--- config.mk ---
export PLATFORM = sky130hd
export DESIGN_NAME = flappy_game_ctrl
export DESIGN_NICKNAME = d
export VERILOG_FILES = /design/src/rtl/flappy_pkg.sv /design/src/rtl/bcd_counter.sv /design/src/rtl/flappy_game_ctrl.sv
export SDC_FILE = /design/constraint.sdc
export NUM_CORES = 1
export LEC_CHECK = 0
export ABC_AREA = 1
export ABC_CLOCK_PERIOD_IN_PS = 2800
export CORE_MARGIN = 3
export CORE_UTILIZATION = 50
export DETAILED_ROUTE_END_ITERATION = 16
export GPL_TIMING_DRIVEN = 0
export PLACE_DENSITY = 0.77
export SLEW_MARGIN = 20
export SYNTH_ARGS = -nofsm -noshare
export SYNTH_HDL_FRONTEND = slang
export SYNTH_SLANG_ARGS = --single-unit
--- constraint.sdc ---
create_clock -name clk -period 2.8 [get_ports clk]
set_clock_uncertainty 0.2 [all_clocks]
set_input_delay 0.7 -clock clk [delete_from_list [all_inputs] [get_ports clk]]
set_output_delay 0.7 -clock clk [all_outputs]
set_load 0.02 [all_outputs]
--- src/rtl/flappy_pkg.sv ---
// flappy_pkg: state encoding and default physics constants shared by the game core and display.
package flappy_pkg;
  localparam logic [1:0] ST_WAIT = 2'd0;
  localparam logic [1:0] ST_FLY  = 2'd1;
  localparam logic [1:0] ST_DEAD = 2'd2;
  typedef enum logic [1:0] {S_WAIT = ST_WAIT, S_FLY = ST_FLY, S_DEAD = ST_DEAD} state_e;
  localparam int DEF_Y_W         = 10;
  localparam int DEF_V_W         = 6;
  localparam int DEF_SCREEN_H    = 480;
  localparam int DEF_BIRD_H      = 24;
  localparam int DEF_START_Y     = 228;
  localparam int DEF_GRAVITY     = 1;
  localparam int DEF_FLAP_VEL    = -8;
  localparam int DEF_VMAX        = 10;
  localparam int DEF_DIGITS      = 4;
  localparam int DEF_DEAD_FRAMES = 60;
endpackage

--- src/rtl/bcd_counter.sv ---
// bcd_counter: multi-digit BCD up-counter that saturates at all nines instead of wrapping.
module bcd_counter #(
  parameter int DIGITS = 4
) (
  input  logic                  clk,
  input  logic                  rst,
  input  logic                  clr,
  input  logic                  inc,
  output logic [4*DIGITS-1:0]   value
);
  logic [4*DIGITS-1:0] value_q, value_d;
  logic                c;
  always_comb begin
    value_d = value_q;
    c = inc && (value_q != {DIGITS{4'h9}});
    for (int i = 0; i < DIGITS; i++) begin
      value_d[4*i+:4] = c ? ((value_q[4*i+:4] == 4'd9) ? 4'd0 : value_q[4*i+:4] + 4'd1) : value_q[4*i+:4];
      c = c && (value_q[4*i+:4] == 4'd9);
    end
  end
  always_ff @(posedge clk) begin
    if (rst || clr) value_q <= '0;
    else value_q <= value_d;
  end
  assign value = value_q;
endmodule

--- src/rtl/flappy_game_ctrl.sv ---
// flappy_game_ctrl: game FSM, per-frame bird physics, BCD score and best score.
module flappy_game_ctrl
  import flappy_pkg::*;
#(
  parameter int Y_W         = DEF_Y_W,
  parameter int V_W         = DEF_V_W,
  parameter int SCREEN_H    = DEF_SCREEN_H,
  parameter int BIRD_H      = DEF_BIRD_H,
  parameter int START_Y     = DEF_START_Y,
  parameter int GRAVITY     = DEF_GRAVITY,
  parameter int FLAP_VEL    = DEF_FLAP_VEL,
  parameter int VMAX        = DEF_VMAX,
  parameter int DIGITS      = DEF_DIGITS,
  parameter int DEAD_FRAMES = DEF_DEAD_FRAMES
) (
  input  logic                  clk,
  input  logic                  rst,
  input  logic                  frame_tick,
  input  logic                  flap,
  input  logic                  hit,
  input  logic                  pipe_passed,
  output logic [1:0]            state,
  output logic [Y_W-1:0]        bird_y,
  output logic signed [V_W-1:0] bird_vel,
  output logic [4*DIGITS-1:0]   score,
  output logic [4*DIGITS-1:0]   best,
  output logic                  died
);
  localparam int CW = $clog2(DEAD_FRAMES + 1);
  localparam logic signed [V_W-1:0] FLAP_V = V_W'(FLAP_VEL);
  state_e                state_q, state_d;
  logic [Y_W-1:0]        y_q, y_d;
  logic signed [V_W-1:0] vel_q, vel_d, vg_sat;
  logic [4*DIGITS-1:0]   best_q, best_d;
  logic [CW-1:0]         cnt_q, cnt_d;
  logic                  died_q, died_d, pend_q, pend_d;
  logic                  fe, floor_hit, ceil_hit, to_dead;
  logic signed [Y_W:0]   y_n;
  logic signed [V_W:0]   v_g;
  // A flap arriving in the tick cycle itself is folded into that tick.
  assign fe        = pend_q || flap;
  assign y_n       = $signed({1'b0, y_q}) + (Y_W+1)'(vel_q);
  assign v_g       = (V_W+1)'(vel_q) + (V_W+1)'(GRAVITY);
  assign vg_sat    = (v_g > (V_W+1)'(VMAX)) ? V_W'(VMAX) : v_g[V_W-1:0];
  assign floor_hit = int'(y_n) + BIRD_H >= SCREEN_H;
  assign ceil_hit  = y_n[Y_W];
  assign to_dead   = frame_tick && (state_q == S_FLY) && (floor_hit || hit);
  always_comb begin
    state_d = state_q;
    y_d     = y_q;
    vel_d   = vel_q;
    cnt_d   = cnt_q;
    best_d  = best_q;
    died_d  = 1'b0;
    pend_d  = frame_tick ? 1'b0 : fe;
    if (frame_tick) begin
      case (state_q)
        S_WAIT: begin
          if (fe) begin
            state_d = S_FLY;
            vel_d   = FLAP_V;
          end
        end
        S_FLY: begin
          if (floor_hit) y_d = Y_W'(SCREEN_H - BIRD_H);
          else if (!hit) begin
            y_d   = ceil_hit ? '0 : y_n[Y_W-1:0];
            vel_d = fe ? FLAP_V : (ceil_hit ? '0 : vg_sat);
          end
          if (floor_hit || hit) begin
            state_d = S_DEAD;
            died_d  = 1'b1;
            cnt_d   = '0;
            best_d  = (score > best_q) ? score : best_q;
          end
        end
        S_DEAD: begin
          if (fe && cnt_q == CW'(DEAD_FRAMES)) begin
            state_d = S_WAIT;
            y_d     = Y_W'(START_Y);
            vel_d   = '0;
          end else if (cnt_q != CW'(DEAD_FRAMES)) cnt_d = cnt_q + 1'b1;
        end
        default: state_d = S_WAIT;
      endcase
    end
  end
  always_ff @(posedge clk) begin
    if (rst) begin
      state_q <= S_WAIT;
      y_q     <= Y_W'(START_Y);
      vel_q   <= '0;
      best_q  <= '0;
      cnt_q   <= '0;
      died_q  <= 1'b0;
      pend_q  <= 1'b0;
    end else begin
      state_q <= state_d;
      y_q     <= y_d;
      vel_q   <= vel_d;
      best_q  <= best_d;
      cnt_q   <= cnt_d;
      died_q  <= died_d;
      pend_q  <= pend_d;
    end
  end
  // The increment is dropped on the death tick so best sees the pre-increment score.
  bcd_counter #(.DIGITS(DIGITS)) u_score (
    .clk  (clk),
    .rst  (rst),
    .clr  (frame_tick && state_q == S_WAIT && fe),
    .inc  (pipe_passed && state_q == S_FLY && !to_dead),
    .value(score)
  );
  assign state    = state_q;
  assign bird_y   = y_q;
  assign bird_vel = vel_q;
  assign best     = best_q;
  assign died     = died_q;
endmodule

[Yosys cells after proc, flatten, opt, wreduce, memory -nomap -nowiden]
Cells that the tools add are included.
Word-level totals
  bits of input ports: 6
  flip-flop bits (word level): 58
  word-level logic and storage cells: 92
Operators by class
  reduce and logical (&&, ||, !) cells: 25
  order comparisons: 3
  bitwise operators: 2
  equality and inequality tests: 17
  multiplexer cells: 26
  add/sub/neg operators: 8
Operator list (number)
  6-bit two-way mux: 10
  10-bit two-way mux: 4
  10-bit case mux with 2 select lines: 1
  6-bit case mux with 3 select lines: 1
  4-bit by 1-bit adder with 4-bit output (second input constant): 4
  4-bit == test (second input constant): 4
  16-bit > comparator: 1
  4-bit two-way mux: 4
  16-bit inequality test (second input constant): 1
  2-bit inequality test (second input constant): 7
  11-bit by 6-bit adder with 12-bit output (second input constant): 1
  12-bit by 10-bit >= comparator with 1-bit output (second input constant): 1
  6-bit case mux with 2 select lines: 1
  4-bit AND reduction: 3
  11-bit by 6-bit adder with 11-bit output: 1
  1-bit logical AND: 11
  6-bit by 2-bit adder with 7-bit output (second input constant): 1
  7-bit by 5-bit > comparator with 1-bit output (second input constant): 1
  6-bit by 1-bit adder with 6-bit output (second input constant): 1
  6-bit == test (second input constant): 1
  2-bit two-way mux: 3
  6-bit inequality test (second input constant): 1
  2-bit case mux with 3 select lines: 1
  6-bit AND reduction: 1
  other kinds (13): 16

[Depth between registers and ports, before layout]
  depth in word-level cells: 11
  mapped depth: 23

[Hierarchy]
From an unflattened synthesis, not the netlist that was laid out.
Second synthesis, totals
  cell total of the unflattened synthesis: 654
  area, all modules: 4376.7 µm²
Modules (own cells, without submodules)
  flappy_game_ctrl: cells an instance 521, area each 3485.8 µm², instances 1
  bcd_counter: cells an instance 133, area each 890.9 µm², instances 1

[Least setup slack after synthesis]
OpenSTA, ideal clock, no wires.
  kind: register to register
  start point: register vel_q[0] (netlist: bird_vel[0])
  end point: register best_q[9] (netlist: best[9])
  clock period less this slack: 3.049 ns
  stages on the path, launching flop included: 20
  arrival: 2.736 ns
  library setup time: 0.113 ns
  path slack: -0.249 ns
  cells stage by stage: dfxtp_1 > ha_1 > fa_1 > nand2_2 > nand2_2 > nand2_1 > nand2_1 > nand2_2 > inv_1 > ha_1 > nor2_2 > nand3_2 > o21ai_2 > nand2_4 > nand2_4 > nand3_2 > nand3b_4 > buf_2 > nor2_1 > nor2_1
On the way
  longest elaborated chain between the ends: 5
RTL lines
  start: declaration: line flappy_game_ctrl.sv:33  | logic signed [V_W-1:0] vel_q, vel_d, vg_sat;
  start signal: assignment: line flappy_game_ctrl.sv:100  | vel_q <= vel_d;
  11-bit by 6-bit adder with 11-bit output: line flappy_game_ctrl.sv:42  | assign y_n = $signed({1'b0, y_q}) + (Y_W+1)'(vel_q);
  11-bit by 6-bit adder with 12-bit output: line flappy_game_ctrl.sv:45  | assign floor_hit = int'(y_n) + BIRD_H >= SCREEN_H;
  12-bit by 10-bit >= comparator with 1-bit output: line flappy_game_ctrl.sv:45
  1-bit logical OR: line flappy_game_ctrl.sv:70  | if (floor_hit || hit) begin
  4-bit AND reduction (no source line)
  end signal: assignment: line flappy_game_ctrl.sv:101  | best_q <= best_d;
  end: declaration: line flappy_game_ctrl.sv:34  | logic [4*DIGITS-1:0] best_q, best_d;
No other way between the ends.
A chain may end at the register's enable or synchronous reset.

[Worst setup path after layout]
  start point: register vel_q[3] (netlist: bird_vel[3])
  end point: register best_q[12] (netlist: best[12])
Same word-level chain as after synthesis.

==> impl_metrics.tcl <==
set metrics [dict create \
    status "finished, violations left" \
    failed_checks "setup timing" \
    place_area_um2 4670 \
    syn_inst 587 \
    crit_end "best[12]$_SDFFE_PP0P_" \
    rsz0062_at_grt "true" \
    cts_hold_buffers 0 \
    r2r-end "best[12]$_SDFFE_PP0P_" \
    drive_gt1_share_pct 17.4 \
    design_area_um2 5210 \
    regArea_um2 1170 \
    wl_per_cell_um 13.6 \
    drv_cap 0 \
    cts.sinks 58 \
    vias 4061 \
    synth_nets 631 \
    post-route-period-util_pct 106 \
    dp_slack_ns -0.378 \
    cts_max_level 3 \
    relSlewSlack_pct 29.7 \
    dp_cells 742 \
    viasPerCell 5.25 \
    powerDensity_nw_per_um2 639 \
    diodes 0 \
    reg2regPathDepth 19 \
    die_y_um 94.9 \
    cts.path.max_buffers 2 \
    start_util_pct 53.1 \
    startpoint "bird_vel[3]$_SDFFE_PP0P_" \
    r2r-start "bird_vel[3]$_SDFFE_PP0P_" \
    end_kind "flop" \
    drt-initial-drc-count 201 \
    power_frac_clock_pct 21.1 \
    dp_hpwl_um 7660 \
    peakVddDrop_mv 0.378 \
    power.internal_mw 1.89 \
    insertion_delay_ns 0.35 \
    crit_chain "ha_1, inv_1, nand2_1, nand2_2, nand2_2, nand2_2, inv_2, ha_4, nor2_4, nand3_2, o21ai_2, nand2_4, nand2_8, nand3_4, nand3b_4, buf_6, nand2_4, nand2_2, nor2_1" \
    multi_input_area_um2 2640 \
    critPathTopFamily "simple AND/OR/NAND/NOR gates" \
    path_clk_slew_ns 0.07 \
    antenna_found_initial 0 \
    synth_edf_count 0 \
    fin_setup_tns_ns -5.48 \
    dr.pass1.iters 5 \
    avgSynthCellArea_um2 6.73 \
    path_common_cell "nand2_2" \
    cp-start-kind "flop" \
    path_buf_inv 3 \
    nNetsFinal 713 \
    final_common_cell "nand2_1" \
    synth_flop_cell "dfxtp_1" \
    final_cells 773 \
    die-area_um2 9010 \
    final.min_clock_period_ns 2.97 \
    cts_root_buf "clkbuf_8" \
    timing.hold.ws_ns 0.296 \
    drc 0 \
    grt-ovfl-total 0 \
    power_mw 3.33 \
    die_x_um 94.9 \
    fin_ws_ns -0.172 \
    timing.final.max_slew_violations 0 \
    n_fill_cell 630 \
    swShare_pct 43.4 \
    synth_area_um2 3950 \
    ys_async_sr_fraction_pct 0 \
    final_util_pct 70.0 \
    power_frac_comb_pct 49.6 \
    worstPathRequired_ns 2.88 \
    yosysUniqueCellTypes 43 \
    rrSetupSlack_ns -0.17 \
    min_path_type "reg2reg" \
    grt_max_degree 12 \
    setup-violations-final 53 \
    critical_path_class "reg2reg" \
    numCtsBuffers 9 \
    path_depth 19 \
    worst_pin_slew_ns 1.05 \
    num_io_pins 57 \
    coreArea_um2 7450 \
    grtUsageTotal_pct 23.4 \
    switchingPower_mw 1.44 \
    mostFrequentLayoutCells "126 x nand2_1, 78 x inv_1, 63 x nor2_1, 56 x clkdlybuf4s50_1, 53 x dfxtp_1" \
    slowest_delay_ns 0.48 \
    wirelength_um 10500 \
    cts_tree "yes" \
    timing.fmax_ghz 0.336 \
    crit_path_max_fanout 6 \
    crit_slowest_cell "dfxtp_1" \
    synth-seq-cells 58 \
    synth_warnings 0 \
    globalplace.congestion 0.895 \
    grt_pass1_vias 3703 \
    grt_pass1_wl_um 16800 \
    seq_area_frac_synth_pct 29.4 \
    area.growth.synth_to_final_pct 31.8 \
    crit_arrival_ns 3.05 \
    port_buffers 56 \
    p_leak_nw 2.40 \
    power.share.sequential_pct 29.3 \
    ant_nets 0 \
    rows 31 \
    hold_viol 0 \
]
routing by layer:
metal / track usage (%) / wire length [um] / vias up
met4: 6.61 / 124 / 0
met2: 41.6 / 5210 / 117
met3: 5.02 / 491 / 12
met5: 0 / 0 / -
met1: 28.3 / 4690 / 1856
li1: - / - / 2076
flip-flops by register name, summed over array words and instances, names as in the netlist:
signal	count
died	1
best	16
bird_y	10
cnt_q	6
pend_q	1
u_score.value	16
state	2
bird_vel	6
power groups by stage:
stage | clock [mW] | sequential (mW) | combinational, mW
finish | 0.703 | 0.977 | 1.65
global route | 0.759 | 0.986 | 1.82
CTS | 0.715 | 0.976 | 1.48
detailed placement | 0 | 0.995 | 1.37
global placement | 0 | 0.993 | 1.34
floorplan | 0 | 1.06 | 0.937
cell families (layout without fill, tap and decap cells):
kind of cell	count (synthesis)	in the layout	share of synthesized area [%]
xor+xnor	5	5	1.11
flops	58	58	29.4
simple gates	298	298	34.6
buf+inv	94	181	9.69
fa+ha+maj	38	38	12.2
compound gates	94	94	13.0
how the worst min path moves through the flow:
stage | start | endpoint | slack [ns] | cells past startpoint
final | bird_y[8]$_SDFFE_PP0P_ | bird_y[8]$_SDFFE_PP0P_ | 0.30 | 2
after global routing | cnt_q[2]$_SDFFE_PP0P_ | cnt_q[2]$_SDFFE_PP0P_ | 0.33 | 2
after floorplan | cnt_q[2]$_SDFFE_PP0P_ | cnt_q[2]$_SDFFE_PP0P_ | 0.26 | 2
after global placement | bird_y[8]$_SDFFE_PP0P_ | bird_y[8]$_SDFFE_PP0P_ | 0.28 | 2
after CTS | bird_y[8]$_SDFFE_PP0P_ | bird_y[8]$_SDFFE_PP0P_ | 0.30 | 2
after detailed placement | bird_y[8]$_SDFFE_PP0P_ | bird_y[8]$_SDFFE_PP0P_ | 0.29 | 2
cell usage after synthesis, types with 4 or more instances:
cell type  number  share of area [%]
inv_1          81                7.7
nand4_1        10                1.6
nand2_4         4                1.1
dfxtp_1        58                 29
nand2_2         8                1.3
nand2_1       142                 13
nand3_1        30                3.8
nor2_2          4               0.63
o21ai_0        25                3.2
a31oi_1         4               0.63
nor3_1          4               0.51
nand3_2         5                1.3
nor2_1         74                7.0
ha_1           37                 12
nand3b_1        6                1.1
a21oi_1        50                6.3
xor2_1          4               0.89
worst register-to-register path: cells and delay by family, from the launching register on:
family                     cells  cell delay [ns]
buffers and inverters          3             0.32
AOI/OAI and AO/OA              1             0.18
and+or+nand+nor               13             1.25
DFF                            1             0.48
adders and majority gates      2             0.48
what timing repair did:
action,CTS,global route
gates cloned,3,0
setup endpoints to repair,55,56
pin swaps,11,15
resized for setup,32,42
buffers inserted,9,3
layout make-up:
type / instances / area share (%)
sequential: 58 / 22.5
tap: 99 / 2.38
timing repair buffer: 71 / 13.2
inverter: 85 / 6.22
clock inverter: 6 / 0.792
buffer: 9 / 1.61
clock buffer: 10 / 2.64
multi-input combinational: 435 / 50.6
Note: power is estimated with default switching activity, not from simulation.
